$ cat config.mk
export PLATFORM = sky130hd
export DESIGN_NAME = channel_fetch_scheduler
export DESIGN_NICKNAME = d
export VERILOG_FILES = /design/src/rtl/audio_pkg.sv /design/src/rtl/lrclk_edge_detect.sv /design/src/rtl/channel_fetch_scheduler.sv
export SDC_FILE = /design/constraint.sdc
export NUM_CORES = 1
export LEC_CHECK = 0
export BUFFER_PORTS_ARGS = -buffer_cell sky130_fd_sc_hd__buf_2
export CORE_MARGIN = 2
export CORE_UTILIZATION = 31
export DETAILED_ROUTE_END_ITERATION = 8
export SLEW_MARGIN = 0
export SYNTH_ARGS = -nofsm -noshare
export SYNTH_HDL_FRONTEND = slang
export SYNTH_SLANG_ARGS = --single-unit
$ cat constraint.sdc
create_clock -name clk -period 4.8 [get_ports clk]
set_clock_uncertainty 0.15 [all_clocks]
set_input_delay 0.48 -clock clk [delete_from_list [all_inputs] [get_ports clk]]
set_output_delay 0.48 -clock clk [all_outputs]
set_load 0.02 [all_outputs]
$ cat src/rtl/audio_pkg.sv
// Shared audio-path types: fetch scheduler states and the sample delta width.
// No logic; latency and backpressure are not applicable.
package audio_pkg;

    localparam int DELTA_W = 12;

    typedef enum logic [2:0] {
        IDLE,
        SETTLE,
        SNAPSHOT,
        SELECT,
        ISSUE,
        WAIT,
        COMMIT
    } sched_state_t;

    function automatic int idxWidth(input int n);
        return (n > 1) ? $clog2(n) : 1;
    endfunction

endpackage

$ cat src/rtl/lrclk_edge_detect.sv
// Rising-edge detector for an lrclk that is already synchronous to clk.
// Latency: pulse in the cycle lrclk is first seen high; no backpressure.
module lrclk_edge_detect (
    input  logic clk,
    input  logic rst_n,
    input  logic lrclk,
    output logic rise
);

    logic lrclkQ;

    always_ff @(posedge clk or negedge rst_n) begin
        if (!rst_n) begin
            lrclkQ <= 1'b0;
        end else begin
            lrclkQ <= lrclk;
        end
    end

    assign rise = lrclk & ~lrclkQ;

endmodule

$ cat src/rtl/channel_fetch_scheduler.sv
// Shares one memory read port among NUM_CHANNELS channels; one word per active channel per lrclk frame.
// Latency: deltas commit together after the frame's fetches; requests hold until i_memAck, one outstanding.
module channel_fetch_scheduler
    import audio_pkg::*;
#(
    parameter int NUM_CHANNELS = 8,
    parameter int ADDR_W       = 32,
    parameter int DATA_W       = 16
) (
    input  logic                           clk,
    input  logic                           rst_n,
    input  logic                           lrclk,
    input  logic [NUM_CHANNELS-1:0]        i_channelActive,
    input  logic [NUM_CHANNELS*ADDR_W-1:0] i_nextAddress,
    output logic [NUM_CHANNELS*DELTA_W-1:0] o_sampleDelta,
    output logic                           o_memReq,
    output logic [ADDR_W-1:0]              o_memAddress,
    input  logic                           i_memAck,
    input  logic                           i_memValid,
    input  logic [DATA_W-1:0]              i_memData,
    output logic                           o_busy,
    output logic                           o_underrun,
    input  logic                           i_clearUnderrun
);

    localparam int IDX_W = idxWidth(NUM_CHANNELS);
    localparam logic [IDX_W-1:0] LAST = IDX_W'(NUM_CHANNELS - 1);

    sched_state_t                    state;
    logic [IDX_W-1:0]                index;
    logic [NUM_CHANNELS*ADDR_W-1:0]  snapAddr;
    logic [NUM_CHANNELS-1:0]         snapActive;
    logic [NUM_CHANNELS*DELTA_W-1:0] shadow;
    logic                            pending;
    logic                            rise;
    logic                            abort;
    logic                            unusedDataBits;

    lrclk_edge_detect uEdge (
        .clk   (clk),
        .rst_n (rst_n),
        .lrclk (lrclk),
        .rise  (rise)
    );

    // A frame is cut short by an edge seen now or by one already recorded.
    assign abort          = pending | rise;
    assign unusedDataBits = ^i_memData[DATA_W-1:DELTA_W];

    always_ff @(posedge clk or negedge rst_n) begin
        if (!rst_n) begin
            state         <= IDLE;
            index         <= '0;
            snapAddr      <= '0;
            snapActive    <= '0;
            shadow        <= '0;
            pending       <= 1'b0;
            o_sampleDelta <= '0;
            o_memReq      <= 1'b0;
            o_memAddress  <= '0;
            o_busy        <= 1'b0;
            o_underrun    <= 1'b0;
        end else begin
            // An edge in COMMIT simply starts the next frame, so it is not an underrun.
            if (rise && state != IDLE && state != COMMIT) begin
                o_underrun <= 1'b1;
                pending    <= 1'b1;
            end else if (i_clearUnderrun) begin
                o_underrun <= 1'b0;
            end

            case (state)
                IDLE: begin
                    if (rise) begin
                        state  <= SETTLE;
                        o_busy <= 1'b1;
                    end
                end
                SETTLE: state <= SNAPSHOT;
                SNAPSHOT: begin
                    snapAddr   <= i_nextAddress;
                    snapActive <= i_channelActive;
                    shadow     <= '0;
                    index      <= '0;
                    state      <= SELECT;
                end
                SELECT: begin
                    if (abort) begin
                        state <= COMMIT;
                    end else if (snapActive[index]) begin
                        state        <= ISSUE;
                        o_memReq     <= 1'b1;
                        o_memAddress <= snapAddr[index*ADDR_W +: ADDR_W];
                    end else if (index == LAST) begin
                        state <= COMMIT;
                    end else begin
                        index <= index + 1'b1;
                    end
                end
                ISSUE: begin
                    if (i_memAck) begin
                        o_memReq <= 1'b0;
                        state    <= WAIT;
                    end
                end
                WAIT: begin
                    if (i_memValid) begin
                        shadow[index*DELTA_W +: DELTA_W] <= i_memData[DELTA_W-1:0];
                        if (abort || index == LAST) begin
                            state <= COMMIT;
                        end else begin
                            index <= index + 1'b1;
                            state <= SELECT;
                        end
                    end
                end
                COMMIT: begin
                    o_sampleDelta <= shadow;
                    pending       <= 1'b0;
                    if (abort) begin
                        state <= SETTLE;
                    end else begin
                        state  <= IDLE;
                        o_busy <= 1'b0;
                    end
                end
                default: state <= IDLE;
            endcase
        end
    end

endmodule
==> metrics.md, run 1 <==
| Metric | Value |
|---|---|
| First-pass GRT wire length | 113500 um |
| Leak | 14.87 nW |
| CP endpoint kind | flop |
| Nets | 3125 |
| Final setup margin | 446.2 ps |
| Top-level I/O count | 417 |
| Max Cap Violations | 0 |
| Placer Congestion | 0.9203 |
| Multi-input logic area | 9233 um^2 |
| Residual DRC | 0 |
| Max Slew Vio Count | 0 |
| Vias post-DR | 18440 |
| CTS tree | done |
| Async SR Flop Fraction | 1.000 |
| FF+latch count, synth | 499 |
| Setup bufs post-CTS | 0 |
| Critical Path Start Type | flop |
| Final Hold Fails | 0 |
| Area share of the largest cell type after synthesis | 0.5609 |
| RSZ-0062 raised after global routing | no |
| Crit path kind | reg -> reg |
| Worst-margin pin slew | between 1000 and 1500 ps |
| Hold/Removal Path Class | in -> reg |
| Top FF cell, synth | dfrtp_1 |
| Vias per inst | 4.817 |
| CTS max path bufs | 3 |
| Crit. Startpoint | index[0] |
| Total congestion overflow | 0 |
| Commonest cells after routing, fill and taps aside | 969 x nand2_1, 496 x dfrtp_1, 411 x buf_2, 266 x dlygate4sd3_1, 109 x mux2_2 |
| Die H | 272.0 um |
| Vias in the first global route | 19170 |
| Die width | 272.0 um |
| Total power | 18.80 mW |
| Sequential area share after synthesis | 0.5609 |
| VDD IR max | 0.0004228 V |
| Syn-to-layout area delta | 34.45% |
| Final antenna-violating net count | 0 |
| Initial core utilization | 0.3125 |
| Minimum clock period | 4354 ps |
| Clk slew on worst S/H paths | 60 ps |
| Core area | 71240 um^2 |
| Initial antenna violation count | 13 |
| Final setup viols | 0 |
| Clk_lat worst skew | around 600 ps |
| Commonest non-fill, non-tap cell in the layout | nand2_1 |
| Register Area | ~12000 um^2 |
| CP Data Required Time | approximately 5200 ps |
| Critical path fanouts, max | 18 |
| Clock sink count | 499 |
| Yosys cell types | between 60 and 70 |
| Post-Syn Area | 22260 um^2 |
| R2r startpoint | index[0] |
| Cells after Synth | ~2200 |
| Outcome | finished, final reports clean |
| Max Clock Freq | 229.7 MHz |
| Max-Slew Margin vs Limit | 0.2794 |
| Reg power frac | 0.346 |
| Final wirelength | 73480 um |
| Aggregate global-route resource usage | 0.1974 |
| Core Rows | 98 |
| Synthesis warning total | 0 |
| Synthesized area per cell | 10.16 um^2 |
| Comb power frac | 0.419 |
| DIE AREA | around 74000 um^2 |
| Root Driver | clkbuf_16 |
| H-tree levels | 2 |
| Psw | 7.615 mW |
| Int Power | 11.19 mW |
| CP arrival | around 4700 ps |
| Fin crit share | 0.9070 |
| Mean routed wirelength per cell | 19.20 um |
| Drt pass-1 iters | 5 |
| Post-synth EDFFs | 0 |
| Pre-CTS worst setup slack | 532.6 ps |
| Synth area leader | dfrtp_1 |
| Total CTS buffers | 57 |
| Drt first-iter violations | 1474 |
| Setup TNS | 0 ps |
| Fraction of layout instances using a drive strength above 1 | 0.2591 |
| Synth top area cells | dfrtp_1 56%, nand2_1 16%, mux4_2 6.7% |
| Pin count of the biggest net entering global routing | roughly 170 |
| Number of fill cells | 6745 |
| Power Density | 628.1 nW/um^2 |
| Clock Power Share | 0.235 |
| Post-DP HPWL | 49080 um |
| IO Port Bufs | 412 |
| Switching Share | 0.4050 |
| Hold Startpoint | i_nextAddress[164] |
| Post-Syn Nets | 2485 |
[metrics by stage]
stage / instances / hold slack, ps / instance area [um^2] / util
after floorplan: 2191 / 34.41 / 22260 / -
after global placement: 3456 / 302.3 / 25360 / 0.3559
after detailed placement: 3456 / 306.6 / 25360 / 0.3559
after CTS: 3822 / 4.751 / 29920 / 0.4199
after global routing: 3825 / 25.00 / 29920 / 0.4200
final: 3828 / 35.75 / 29930 / 0.4201
[synth_stat cells, drive strengths merged, types with 18 or more instances]
| master | count |
|---|---|
| nand2 | 972 |
| dfrtp | 499 |
| mux2 | 109 |
| clkbuf | 99 |
| nor2 | 68 |
| mux4 | 66 |
| mux2i | 63 |
| a31oi | 37 |
| o21ai | 33 |
| buf | 32 |
| a21oi | 25 |
| nand3 | 23 |
| nor3 | 18 |
[worst max-delay path, stage by stage, from the launching register on]
cell and delay, ps:
dfrtp_4 520, ha_1 340, fa_1 510, xor2_2 760
nor2_1 160, ha_1 360, inv_1 110, o41ai_2 130
o21ai_0 510, nor2b_1 490, mux2i_1 240
[worst paths after layout]
check,to,slack (ps),depth (start not counted)
worst max-delay path,shadow[22],450,10
worst min-delay path,snapAddr[164],40,3
worst max register to register,shadow[22],450,10
worst min register to register,snapAddr[105],320,2
max in group asynchronous,snapAddr[19],3020,3
min in group asynchronous,o_sampleDelta[93],350,2
[power by group through the flow]
stage / registers, mW / clock network (mW) / logic [mW]
after floorplan: 6.67 / 0 / 5.00
after global placement: 6.50 / 0 / 7.72
after detailed placement: 6.55 / 0 / 7.79
after CTS: 6.49 / 4.54 / 7.99
after global routing: 6.67 / 4.73 / 8.73
final: 6.50 / 4.42 / 7.89
[routing by layer]
metal	vias up	global-route usage	share of wire
met3	118	0.04822	0.067
met5	-	0	0.0012
met4	14	0.06073	0.028
li1	8624	-	-
met2	606	0.3384	0.50
met1	9077	0.2456	0.41
[cell type report]
type / instances / share of cell area
timing repair buffer: 712 / 0.1692
sequential: 499 / 0.4175
clock inverter: 23 / 0.009824
tap: 950 / 0.03971
multi-input combinational: 1551 / 0.3085
antenna: 6 / 0.0005016
inverter: 10 / 0.001254
clock buffer: 77 / 0.05355
[cell families (layout without fill, tap and decap cells)]
family / count (synthesis) / in the layout / share of synthesized area
AND/OR/NAND/NOR: 1126 / 1126 / 0.2000
flip-flops: 499 / 499 / 0.5609
multiplexers: 238 / 238 / 0.1502
AO/OA/AOI/OAI: 171 / 171 / 0.05395
buffers and inverters: 141 / 822 / 0.02540
adder cells (fa/ha/maj): 8 / 8 / 0.004833
XOR/XNOR: 8 / 8 / 0.004665
other: 0 / 6 / 0
[sequential cells by signal, indices dropped and copies added (netlist names)]
register / flops
snapAddr: 256
o_sampleDelta: 96
shadow: 96
o_memAddress: 32
snapActive: 8
index: 3
state: 3
o_busy: 1
o_memReq: 1
o_underrun: 1
pending: 1
uEdge.lrclkQ: 1
[what timing repair did]
action                    CTS  global route
hold endpoints to repair  340             0
resized for setup           0             0
hold buffers              266             0
Note: power is estimated with default switching activity, not from simulation.
==> run 2: changes to the inputs <==
CTS_BUF_LIST = sky130_fd_sc_hd__clkbuf_8   (was default)
CTS_CLUSTER_SIZE = 25   (was default)
==> run 2 against run 1 <==
First-iteration DRC count down 5.5%. Sequential cell count unchanged. Design area about the same. Power down 1.5%. Sequential share of layout area about the same.
==> metrics.md, run 2 (synthesis gave the netlist of run 1 again) <==
| Metric | Value |
|---|---|
| DIE AREA | 73970 um^2 (unchanged) |
| Minimum clock period | 4344 ps (-9.506 ps) |
| Critical path fanouts, max | 18 (unchanged) |
| Total power | 18.52 mW (-1.5%) |
| Vias in the first global route | 19500 (+1.7%) |
| RSZ-0062 raised after global routing | no |
| Final wirelength | 73780 um (+0.41%) |
| Final Hold Fails | 0 (unchanged) |
| Commonest cells after routing, fill and taps aside | 969 x nand2_1, 496 x dfrtp_1, 411 x buf_2, 268 x dlygate4sd3_1, 112 x clkbuf_8 |
| FF-to-FF path depth | 10 (unchanged) |
| Psw | 7.664 mW (+0.64%) |
| Post-DP HPWL | 49080 um (unchanged) |
| RR Endpoint | shadow[20] |
| Number of fill cells | 6740 (-0.074%) |
| Comb power frac | 0.426 (+0.007) |
| Final antenna-violating net count | 0 (unchanged) |
| H-tree levels | 3 (+1) |
| Vias post-DR | 18630 (+1.0%) |
| Power Density | 618.5 nW/um^2 (-1.5%) |
| Int Power | 10.85 mW (-3.0%) |
| R2r startpoint | index[0] |
| First-pass GRT wire length | 114000 um (+0.47%) |
| Residual DRC | 0 (unchanged) |
| Max reg flops | 256 (unchanged) |
| Root Driver | clkbuf_8 |
| Vias per inst | 4.787 (-0.63%) |
| Initial core utilization | 0.3125 (unchanged) |
| CP endpoint kind | flop |
| IO Port Bufs | 412 (unchanged) |
| CP endpoint | shadow[20] |
| CTS max path bufs | 3 (unchanged) |
| Leak | 15.02 nW (+1.0%) |
| Hold/Removal Path Class | in -> reg |
| Max Cap Violations | 0 (unchanged) |
| Most flop-heavy register | snapAddr |
| Pin count of the biggest net entering global routing | 166 (unchanged) |
| CP arrival | 4760 ps (+30 ps) |
| Mean routed wirelength per cell | 18.96 um (-1.2%) |
| CP Data Required Time | 5220 ps (+50 ps) |
| Die H | 272.0 um (unchanged) |
| Commonest non-fill, non-tap cell in the layout | nand2_1 |
| Final setup viols | 0 (unchanged) |
| Die width | 272.0 um (unchanged) |
| Worst-margin pin slew | 1106 ps (+25.50 ps) |
| Largest registers | snapAddr (256), o_sampleDelta (96), shadow (96) |
| Syn-to-layout area delta | 34.46% (about the same) |
| Core Rows | 98 (unchanged) |
| Reg power frac | 0.351 (+0.005) |
| Crit path kind | reg -> reg |
| VDD IR max | 0.0003728 V (-12%) |
| Max-Slew Margin vs Limit | 0.2624 (-0.01700) |
| Clock Power Share | 0.223 (-0.012) |
| Outcome | finished, final reports clean |
| Total congestion overflow | 0 (unchanged) |
| Nets | 3157 (+1.0%) |
| Clock sink count | 499 (unchanged) |
| Drt pass-1 iters | 5 (unchanged) |
| Drt first-iter violations | 1393 (-5.5%) |
| Switching Share | 0.4139 (+0.008865) |
| Total CTS buffers | 87 (+53%) |
| Crit. Startpoint | index[0] |
| Core area | 71240 um^2 (unchanged) |
| Clk slew on worst S/H paths | 60 ps (about the same) |
| Fraction of layout instances using a drive strength above 1 | 0.2680 (+0.008932) |
| Top-level I/O count | 417 (unchanged) |
| Aggregate global-route resource usage | 0.1990 (+0.001616) |
| Clk_lat worst skew | 710 ps (+100 ps) |
| R2R setup slack | 460 ps (about the same) |
| Max Clock Freq | 230.2 MHz (+0.22%) |
| Fin crit share | 0.9051 (-0.001980) |
| CTS tree | done |
| Max Slew Vio Count | 0 (unchanged) |
| Placer Congestion | 0.9203 (unchanged) |
| Initial antenna violation count | 14 (+1) |
| Critical Path Start Type | flop |
| Setup TNS | 0 ps (unchanged) |
## run 2: layout make-up
class,count,area (um^2),area share
flip-flops and latches,499,12500,0.4174
multi-input cells,1551,9233,0.3084
repair buffers,714,5085,0.1699
clock buffers,112,1541,0.05149
well taps,950,1189,0.03971
clock inverters,47,334.1,0.01116
inverters,10,37.54,0.001254
diodes,8,20.02,0.0006688
## run 2: worst min path at each step
stage	end	startpoint	slack, ps	cells past startpoint
floorplan	index[0]	rst_n	30	0
global placement	snapAddr[71]	snapAddr[71]	300	2
detailed placement	snapAddr[64]	snapAddr[64]	310	2
CTS	state[1]	i_memValid	4	3
global route	shadow[6]	i_memData[2]	50	3
finish	state[1]	i_memValid	60	3
## run 2: per-stage QoR
stage | cell area (um^2) | setup WS, ps | instances | utilization | hold WS (ps)
2_1_floorplan | 22260 | 1018 | 2191 | - | 34.41
3_3_place_gp | 25360 | 574.8 | 3456 | 0.3559 | 302.3
3_5_place_dp | 25360 | 532.6 | 3456 | 0.3559 | 306.6
4_1_cts | 29910 | 493.0 | 3883 | 0.4199 | 4.151
5_1_grt | 29930 | 140.7 | 3888 | 0.4201 | 48.37
6_report | 29940 | 455.7 | 3891 | 0.4202 | 63.34
## run 2: what timing repair did
item | CTS | global route
resized for setup | 0 | 0
hold buffers | 268 | 0
buffers inserted | 0 | 0
endpoints found under the hold margin | 343 | 0
## run 2: routing by layer
layer,GRT usage,part of all wire
met5,0,0.0010
met3,0.05016,0.065
met4,0.06998,0.029
met2,0.3401,0.50
met1,0.2441,0.41
## run 2: power groups by stage
stage	Clock (mW)	Combinational [mW]	Sequential, mW
6_report	4.13	7.88	6.50
5_1_grt	4.44	8.71	6.67
4_1_cts	4.25	7.99	6.49
3_5_place_dp	0	7.79	6.55
3_3_place_gp	0	7.72	6.50
2_1_floorplan	0	5.00	6.67
## run 2: worst max-delay path, stage by stage (launching register included)
cell and delay [ps]:
dfrtp_4 520, ha_1 340, fa_1 510, xor2_2 750, nor2_1 160, ha_1 360, inv_1 110, o41ai_2 120
o21ai_0 510, nor2b_1 490, mux2i_1 240
